--- config.mk ---
export PLATFORM = sky130hd
export DESIGN_NAME = taillight_decoder
export DESIGN_NICKNAME = d
export VERILOG_FILES = /design/src/rtl/taillight_decoder.sv
export SDC_FILE = /design/constraint.sdc
export NUM_CORES = 1
export LEC_CHECK = 0
export BUFFER_PORTS_ARGS = -buffer_cell sky130_fd_sc_hd__clkbuf_2
export CORE_MARGIN = 2
export CORE_UTILIZATION = 59
export DETAILED_ROUTE_END_ITERATION = 12
export PLACE_DENSITY_LB_ADDON = 0.12
export SYNTH_ARGS = -nofsm -noshare
export SYNTH_HDL_FRONTEND = slang
export SYNTH_SLANG_ARGS = --single-unit
--- constraint.sdc ---
create_clock -name clk -period 6.84 [get_ports clk]
set_input_delay 1.368 -clock clk [delete_from_list [all_inputs] [get_ports clk]]
set_output_delay 1.368 -clock clk [all_outputs]
set_load 0.1 [all_outputs]
--- src/rtl/taillight_decoder.sv ---
// Tail-light sequence decoder: follows the walking L1-L2-L3 / R1-R2-R3 lamp patterns,
// counts completed sequences and flags ordering, hold-time and illegal-pattern violations.
module taillight_decoder #(
    parameter int HOLD_MAX = 3,
    parameter int CNT_W    = 8
) (
    input  logic             clk,
    input  logic             reset,
    input  logic             en,
    input  logic             clr,
    input  logic             la,
    input  logic             lb,
    input  logic             lc,
    input  logic             ra,
    input  logic             rb,
    input  logic             rc,
    output logic             left_on,
    output logic             right_on,
    output logic             err,
    output logic             err_pulse,
    output logic [CNT_W-1:0] left_cnt,
    output logic [CNT_W-1:0] right_cnt,
    output logic [2:0]       state_o
);

    // hold_r counts repeats after entering a state, so it never exceeds HOLD_MAX-1
    localparam int HOLD_W = (HOLD_MAX < 2) ? 1 : $clog2(HOLD_MAX);

    typedef enum logic [2:0] {
        IDLE  = 3'd0,
        S_L1  = 3'd1,
        S_L2  = 3'd2,
        S_L3  = 3'd3,
        S_R1  = 3'd4,
        S_R2  = 3'd5,
        S_R3  = 3'd6,
        S_ERR = 3'd7
    } state_e;

    localparam logic [2:0] C_OFF = 3'd0;
    localparam logic [2:0] C_L1  = 3'd1;
    localparam logic [2:0] C_R1  = 3'd4;

    function automatic logic [2:0] classify(input logic [5:0] lamps);
        logic [2:0] cls;
        case (lamps)
            6'b000000: cls = 3'd0;
            6'b100000: cls = 3'd1;
            6'b110000: cls = 3'd2;
            6'b111000: cls = 3'd3;
            6'b000100: cls = 3'd4;
            6'b000110: cls = 3'd5;
            6'b000111: cls = 3'd6;
            default:   cls = 3'd7;
        endcase
        return cls;
    endfunction

    state_e            state_r;
    state_e            nxt_state_s;
    logic [HOLD_W-1:0] hold_r;
    logic [HOLD_W-1:0] nxt_hold_s;
    logic [2:0]        cls_s;
    logic              rep_ok_s;
    logic              viol_s;
    logic              inc_l_s;
    logic              inc_r_s;
    logic              left_on_r;
    logic              right_on_r;
    logic              err_r;
    logic              err_pulse_r;
    logic [CNT_W-1:0]  left_cnt_r;
    logic [CNT_W-1:0]  right_cnt_r;

    // Sample classes share the numbering of the states they lead into
    assign cls_s    = classify({la, lb, lc, ra, rb, rc});
    assign rep_ok_s = (hold_r < HOLD_W'(HOLD_MAX - 1));

    // Next-state, hold-counter and event decode for one enabled sample
    always_comb begin
        nxt_state_s = state_r;
        nxt_hold_s  = hold_r;
        viol_s      = 1'b0;
        inc_l_s     = 1'b0;
        inc_r_s     = 1'b0;
        if (en) begin
            case (state_r)
                IDLE: begin
                    nxt_hold_s = '0;
                    if (cls_s == C_L1) begin
                        nxt_state_s = S_L1;
                    end else if (cls_s == C_R1) begin
                        nxt_state_s = S_R1;
                    end else if (cls_s != C_OFF) begin
                        viol_s = 1'b1;
                    end else begin
                        nxt_state_s = IDLE;
                    end
                end
                S_L1, S_L2, S_R1, S_R2: begin
                    if (cls_s == 3'(state_r)) begin
                        if (rep_ok_s) begin
                            nxt_hold_s = hold_r + HOLD_W'(1);
                        end else begin
                            viol_s = 1'b1;
                        end
                    end else if (cls_s == 3'(state_r) + 3'd1) begin
                        nxt_state_s = state_e'(cls_s);
                        nxt_hold_s  = '0;
                    end else begin
                        viol_s = 1'b1;
                    end
                end
                S_L3, S_R3: begin
                    if (cls_s == 3'(state_r)) begin
                        if (rep_ok_s) begin
                            nxt_hold_s = hold_r + HOLD_W'(1);
                        end else begin
                            viol_s = 1'b1;
                        end
                    end else if (cls_s == C_OFF) begin
                        nxt_state_s = IDLE;
                        nxt_hold_s  = '0;
                        inc_l_s     = (state_r == S_L3);
                        inc_r_s     = (state_r == S_R3);
                    end else begin
                        viol_s = 1'b1;
                    end
                end
                S_ERR: begin
                    nxt_hold_s = '0;
                    if (cls_s == C_OFF) begin
                        nxt_state_s = IDLE;
                    end else begin
                        nxt_state_s = S_ERR;
                    end
                end
                default: begin
                    nxt_state_s = IDLE;
                    nxt_hold_s  = '0;
                end
            endcase
            if (viol_s) begin
                nxt_state_s = S_ERR;
                nxt_hold_s  = '0;
            end else begin
                nxt_hold_s = nxt_hold_s;
            end
        end else begin
            nxt_state_s = state_r;
        end
    end

    // State, hold counter and the registered state-derived outputs
    always_ff @(posedge clk or posedge reset) begin
        if (reset) begin
            state_r     <= IDLE;
            hold_r      <= '0;
            left_on_r   <= 1'b0;
            right_on_r  <= 1'b0;
            err_pulse_r <= 1'b0;
        end else begin
            state_r     <= nxt_state_s;
            hold_r      <= nxt_hold_s;
            left_on_r   <= (nxt_state_s == S_L1) || (nxt_state_s == S_L2) || (nxt_state_s == S_L3);
            right_on_r  <= (nxt_state_s == S_R1) || (nxt_state_s == S_R2) || (nxt_state_s == S_R3);
            err_pulse_r <= viol_s;
        end
    end

    // Sticky error and saturating sequence counters; a violation beats clr, clr beats an increment
    always_ff @(posedge clk or posedge reset) begin
        if (reset) begin
            err_r       <= 1'b0;
            left_cnt_r  <= '0;
            right_cnt_r <= '0;
        end else begin
            if (viol_s) begin
                err_r <= 1'b1;
            end else if (clr) begin
                err_r <= 1'b0;
            end else begin
                err_r <= err_r;
            end
            if (clr) begin
                left_cnt_r <= '0;
            end else if (inc_l_s && (left_cnt_r != {CNT_W{1'b1}})) begin
                left_cnt_r <= left_cnt_r + CNT_W'(1);
            end else begin
                left_cnt_r <= left_cnt_r;
            end
            if (clr) begin
                right_cnt_r <= '0;
            end else if (inc_r_s && (right_cnt_r != {CNT_W{1'b1}})) begin
                right_cnt_r <= right_cnt_r + CNT_W'(1);
            end else begin
                right_cnt_r <= right_cnt_r;
            end
        end
    end

    assign state_o   = state_r;
    assign left_on   = left_on_r;
    assign right_on  = right_on_r;
    assign err       = err_r;
    assign err_pulse = err_pulse_r;
    assign left_cnt  = left_cnt_r;
    assign right_cnt = right_cnt_r;

endmodule

# After elaboration in Yosys (flattened, before gate mapping)
# Cells that the tools add are included.
[classes] n_addsub=4 order_cmp=1 n_eq_ne=27 mux=44 n_reduce_logical=17
[ops] op="2-to-1 mux 8 bit" count=4
[ops] op="2-to-1 mux 3 bit" count=10
[ops] op="== test 3 bit, second input constant" count=8
[ops] op="one-hot mux 3 bit (7 select lines)" count=1
[ops] op="2-to-1 mux 1 bit" count=20
[ops] op="== test 6 x 3 -> 1 bit, second input constant" count=3
[ops] op="== test 6 bit, second input constant" count=3
[ops] op="adder 8 x 1 -> 8 bit, second input constant" count=2
[ops] op="inequality test 8 bit, second input constant" count=2
[ops] op="== test 3 x 2 -> 1 bit, second input constant" count=4
[ops] op="2-to-1 mux 2 bit" count=6
[ops] op="one-hot mux 3 bit (4 select lines)" count=1
[ops] op="== test 3 x 1 -> 1 bit, second input constant" count=3
[ops] op="inequality test 4 bit, second input constant" count=2
[ops] op="== test 3 bit" count=2
[ops] op="logical NOT 3 bit" count=2
[ops] op="logical NOT 6 bit" count=1
[ops] op="one-hot mux 2 bit (3 select lines)" count=1
[ops] op="nonzero test 2 bit" count=3
[ops] op="logical OR 1 bit" count=4
[ops] op="OR reduction 2 bit" count=2
[ops] op="OR reduction 4 bit" count=1
[ops] op="adder 3 x 1 -> 3 bit, second input constant" count=1
[ops] op="one-hot mux 1 bit (3 select lines)" count=1
[ops] op="other kinds (5)" count=6
[word_totals] ff_bits=25 in_bits=10 out_inout_bits=23 elab_cells=101

# Longest topological paths before layout
[logic_depth] depth_word=13 mapped_depth=11 ltp_nobuf=10

# Worst setup path after synthesis
# OpenSTA, ideal clock, no wires.
[synth_timing] kind="input to register" start="input port la" end="register left_cnt_r[6] (netlist: left_cnt[6])" setup_time_ps=74 t_arrival_ps=3341 slack_ps=3426 path_stages=10 path_cell_list="buf_6 mux2_4 or3_4 xnor2_1 a311oi_2 o2111a_1 buf_4 nand4_1 xor2_1 nor2_1"
[synth_via] elab_chain_cells=9
[synth_rtl] item="start: declaration" line="11" rtl="input logic la,"
[synth_rtl] item="== test 6 x 3 -> 1 bit, or another cell as far along" line="46" rtl="case (lamps)"
[synth_rtl] item="one-hot mux 3 bit (7 select lines) *" line="46"
[synth_rtl] item="logical NOT 3 bit" line="121" rtl="end else if (cls_s == C_OFF) begin"
[synth_rtl] item="2-to-1 mux 1 bit" line="121"
[synth_rtl] item="2-to-1 mux 1 bit *" line="115" rtl="if (cls_s == 3'(state_r)) begin"
[synth_rtl] item="2-to-1 mux 1 bit *" line="87" rtl="case (state_r)"
[synth_rtl] item="2-to-1 mux 1 bit *" line="86" rtl="if (en) begin"
[synth_rtl] item="logical AND 1 bit *" line="187" rtl="end else if (inc_l_s && (left_cnt_r != {CNT_W{1'b1}})) begin"
[synth_rtl] item="nonzero test 2 bit (no source line) *"
[synth_rtl] item="end signal: assignment" line="188" rtl="left_cnt_r <= left_cnt_r + CNT_W'(1);"
[synth_rtl] item="end signal: assignment" line="190" rtl="left_cnt_r <= left_cnt_r;"
[synth_rtl] item="end: declaration" line="72" rtl="logic [CNT_W-1:0] left_cnt_r;"
# Every way passes the cells marked *; elsewhere a longest branch is shown, timed or not.
# A chain may end at the register's enable or synchronous reset.

# Worst setup path in the final report
[layout_timing] start="input port ra" end="register right_cnt_r[3] (netlist: right_cnt[3])"
[layout_via] elab_chain_cells=9
[layout_rtl] item="start: declaration" line="14" rtl="input logic ra,"
[layout_rtl] item="== test 6 x 3 -> 1 bit, or another cell as far along" line="46"
[layout_rtl] item="one-hot mux 3 bit (7 select lines) *" line="46"
[layout_rtl] item="logical NOT 3 bit" line="121"
[layout_rtl] item="2-to-1 mux 1 bit" line="121"
[layout_rtl] item="2-to-1 mux 1 bit *" line="115"
[layout_rtl] item="2-to-1 mux 1 bit *" line="87"
[layout_rtl] item="2-to-1 mux 1 bit *" line="86"
[layout_rtl] item="logical AND 1 bit *" line="194" rtl="end else if (inc_r_s && (right_cnt_r != {CNT_W{1'b1}})) begin"
[layout_rtl] item="nonzero test 2 bit (no source line) *"
[layout_rtl] item="end signal: assignment" line="195" rtl="right_cnt_r <= right_cnt_r + CNT_W'(1);"
[layout_rtl] item="end signal: assignment" line="197" rtl="right_cnt_r <= right_cnt_r;"
[layout_rtl] item="end: declaration" line="73" rtl="logic [CNT_W-1:0] right_cnt_r;"
# Marked as above.

==> out/qor.yml <==
cts:
  htreeDepth: 1
  tritoncts: "yes"
  post_cts_buffers: 0
  path_clk_slew_ns: 0.13
  cts_resized: 0
  cts.sinks: 25
  clk_latency_ns: 0.32
  root_buffer: "clkbuf_4"
  cts_buffers: 3
  cts.path.max_buffers: 2
  cts_hold_buf: 0
die:
  io-pin-count: 33
  die_x_um: 58.3
  core_area_um2: 2780
  initial_core_util: 0.626
  die_h_um: 58.3
  num_rows: 19
  die_area_um2: 3400
synth:
  synthesis.nets: 204
  synth_cells: 186
  synthesis.area_um2: 1740
  ys_types: 57
  synth_edf_count: 0
  synthArstFlopShare: 1.00
  synth.avg_cell_area_um2: 9.36
  yosysSeqAreaShare: 0.359
  synth_ff_type: "dfrtp_1"
  ys_warn_count: 0
  ys_seq_elements: 25
setup_path:
  cp-end-kind: "flop"
  path_cells: "clkbuf_2 -> mux2_4 -> or3_4 -> xnor2_1 -> a311oi_2 -> and3_1 -> nand4_1 -> xor2_1 -> nor2_1"
  critPathArrivalTime_ns: 3.55
  start_kind: "input pin"
  crit_required_ns: 7.05
  cpMaxStageDelayCell: "and3_1"
  slowest_delay_ns: 0.42
  crit_fanout: 8
  setup.worst_path.class: "in -> reg"
route:
  drt_wl_total_mm: 3.59
  dr.first_iter.drc_count: 53
  firstDrtPassIters: 4
  wl_per_cell_um: 14.8
  ant_nets: 0
  num_vias: 1449
  vias_per_cell: 5.96
  drt_drc_violations_left: 0
sta:
  setup_viol: 0
  fin_crit_sh: 0.489
  slew_headroom: 0.398
  rsz0062_at_grt: "no"
  setup_ws_ns: 3.49
  fin_skew_ns: 0.00666
  slew_violations: 0
  max_freq_ghz: 0.299
  worstMarginPinSlew_ns: 0.902
  min_period_ns: 3.35
  whs_ns: 0.506
  setup_tns_ns: 0
  hold_viol: 0
placed_design:
  pre_cts_ws_ns: 3.15
  place_congestion: 0.879
  portBuffers: 32
  hpwl_mm: 2.74
job:
  drv_cap: 0
worst_hold_path:
  min_path_type: "reg -> reg"
cells_and_area:
  drive_above_1_share: 0.245
  diodes: 0
  final_cell_mix: "clkbuf_2, nor2_1, dfrtp_1"
  final_common_cell: "clkbuf_2"
  final_nets: 231
  area_growth_syn_to_layout_pct: 9.99
grt:
  grtUsageMet3: 0.0484
  antenna_found_initial: 0
  grt_pass1_wl_mm: 6.15
  grt_usage: 0.230
  grt.overflow.total: 0
  grt_start_max_net_pins: 26
  grt_pass1_vias: 1421
  top_usage_layer: "met2"
  use_met1: 0.311
  met2_usage: 0.384
pwr:
  power_density_nw_per_um2: 396
  p_leak_nw: 0.928
  irDropWorstVdd_v: 0.000510
run_status:
  status: "finished clean"
kinds of logic (layout without fill, tap and decap cells):
family / count (synthesis) / after routing / synth area share
AND/OR/NAND/NOR: 76 / 76 / 0.224
buffers and inverters: 16 / 42 / 0.0446
XOR/XNOR: 18 / 18 / 0.101
AO/OA/AOI/OAI: 39 / 39 / 0.188
multiplexers: 4 / 4 / 0.0259
adder cells (fa/ha/maj): 8 / 8 / 0.0575
flip-flops: 25 / 25 / 0.359
final cells by class:
type,instances,area [um^2]
clock buffer,3,22.5
clock inverter,1,7.51
fill,248,867
inverter,6,22.5
multi-input combinational,145,1040
sequential,25,626
tap,31,38.8
timing repair buffer,32,160
final timing paths:
kind                                end        from  slack [ns]  cells past startpoint
setup / recovery           right_cnt[3]          ra        3.49                      9
hold / removal                      err         err        0.51                      1
setup reg to reg                left_on  state_o[1]        4.01                     10
hold reg to reg                     err         err        0.51                      1
max in group asynchronous     hold_r[1]       reset        5.09                      2
min in group asynchronous   left_cnt[0]       reset        1.19                      2
flip-flops by register name (all words and copies together) (netlist names):
| signal | flops |
|---|---|
| err_pulse | 1 |
| hold_r | 2 |
| right_cnt | 8 |
| err | 1 |
| left_cnt | 8 |
| right_on | 1 |
| state_o | 3 |
| left_on | 1 |
metal layers:
layer | routed length [um] | vias up
met5 | 0 | -
met4 | 15 | 0
met3 | 169 | 2
met2 | 1730 | 37
met1 | 1670 | 699
li1 | - | 711
synth_stat cells, types with 2 or more instances:
cell / number / area share
buf_2: 2 / 0.0058
inv_1: 6 / 0.013
a221o_1: 2 / 0.012
nand2_1: 17 / 0.037
dfrtp_1: 25 / 0.36
ha_1: 8 / 0.058
a21o_1: 2 / 0.0086
buf_4: 2 / 0.0086
a21oi_1: 6 / 0.017
or3_1: 2 / 0.0072
xor2_1: 12 / 0.060
nand3_1: 5 / 0.014
nor2_1: 25 / 0.054
nand4_1: 10 / 0.036
clkbuf_1: 4 / 0.0086
or2_1: 2 / 0.0072
mux2i_1: 3 / 0.017
xnor2_1: 5 / 0.025
a31oi_1: 3 / 0.011
o21ai_0: 4 / 0.012
and3_1: 5 / 0.018
power by group:
group	leakage [nW]	internal, mW	switching, mW	total, mW
registers	0.333	0.171	0.0312	0.202
clock network	0.0139	0.0223	0.0446	0.0669
logic	0.582	0.158	0.330	0.488
total	0.928	0.352	0.406	0.757
critical path, delay by kind of cell:
| kind | cells | cell delay [ns] |
|---|---|---|
| buf+inv | 1 | 0.15 |
| xor+xnor | 2 | 0.35 |
| compound gates | 1 | 0.35 |
| simple gates | 4 | 1.01 |
| mux | 1 | 0.31 |
stage by stage:
stage	instances	cell area, um^2	total power [mW]	util
global route	243	1910	0.809	0.688
finish	243	1910	0.757	0.688
CTS	243	1910	0.756	0.688
floorplan	186	1740	0.607	-
global placement	239	1880	0.675	0.677
detailed placement	239	1880	0.688	0.677
Note: power is estimated with default switching activity, not from simulation.
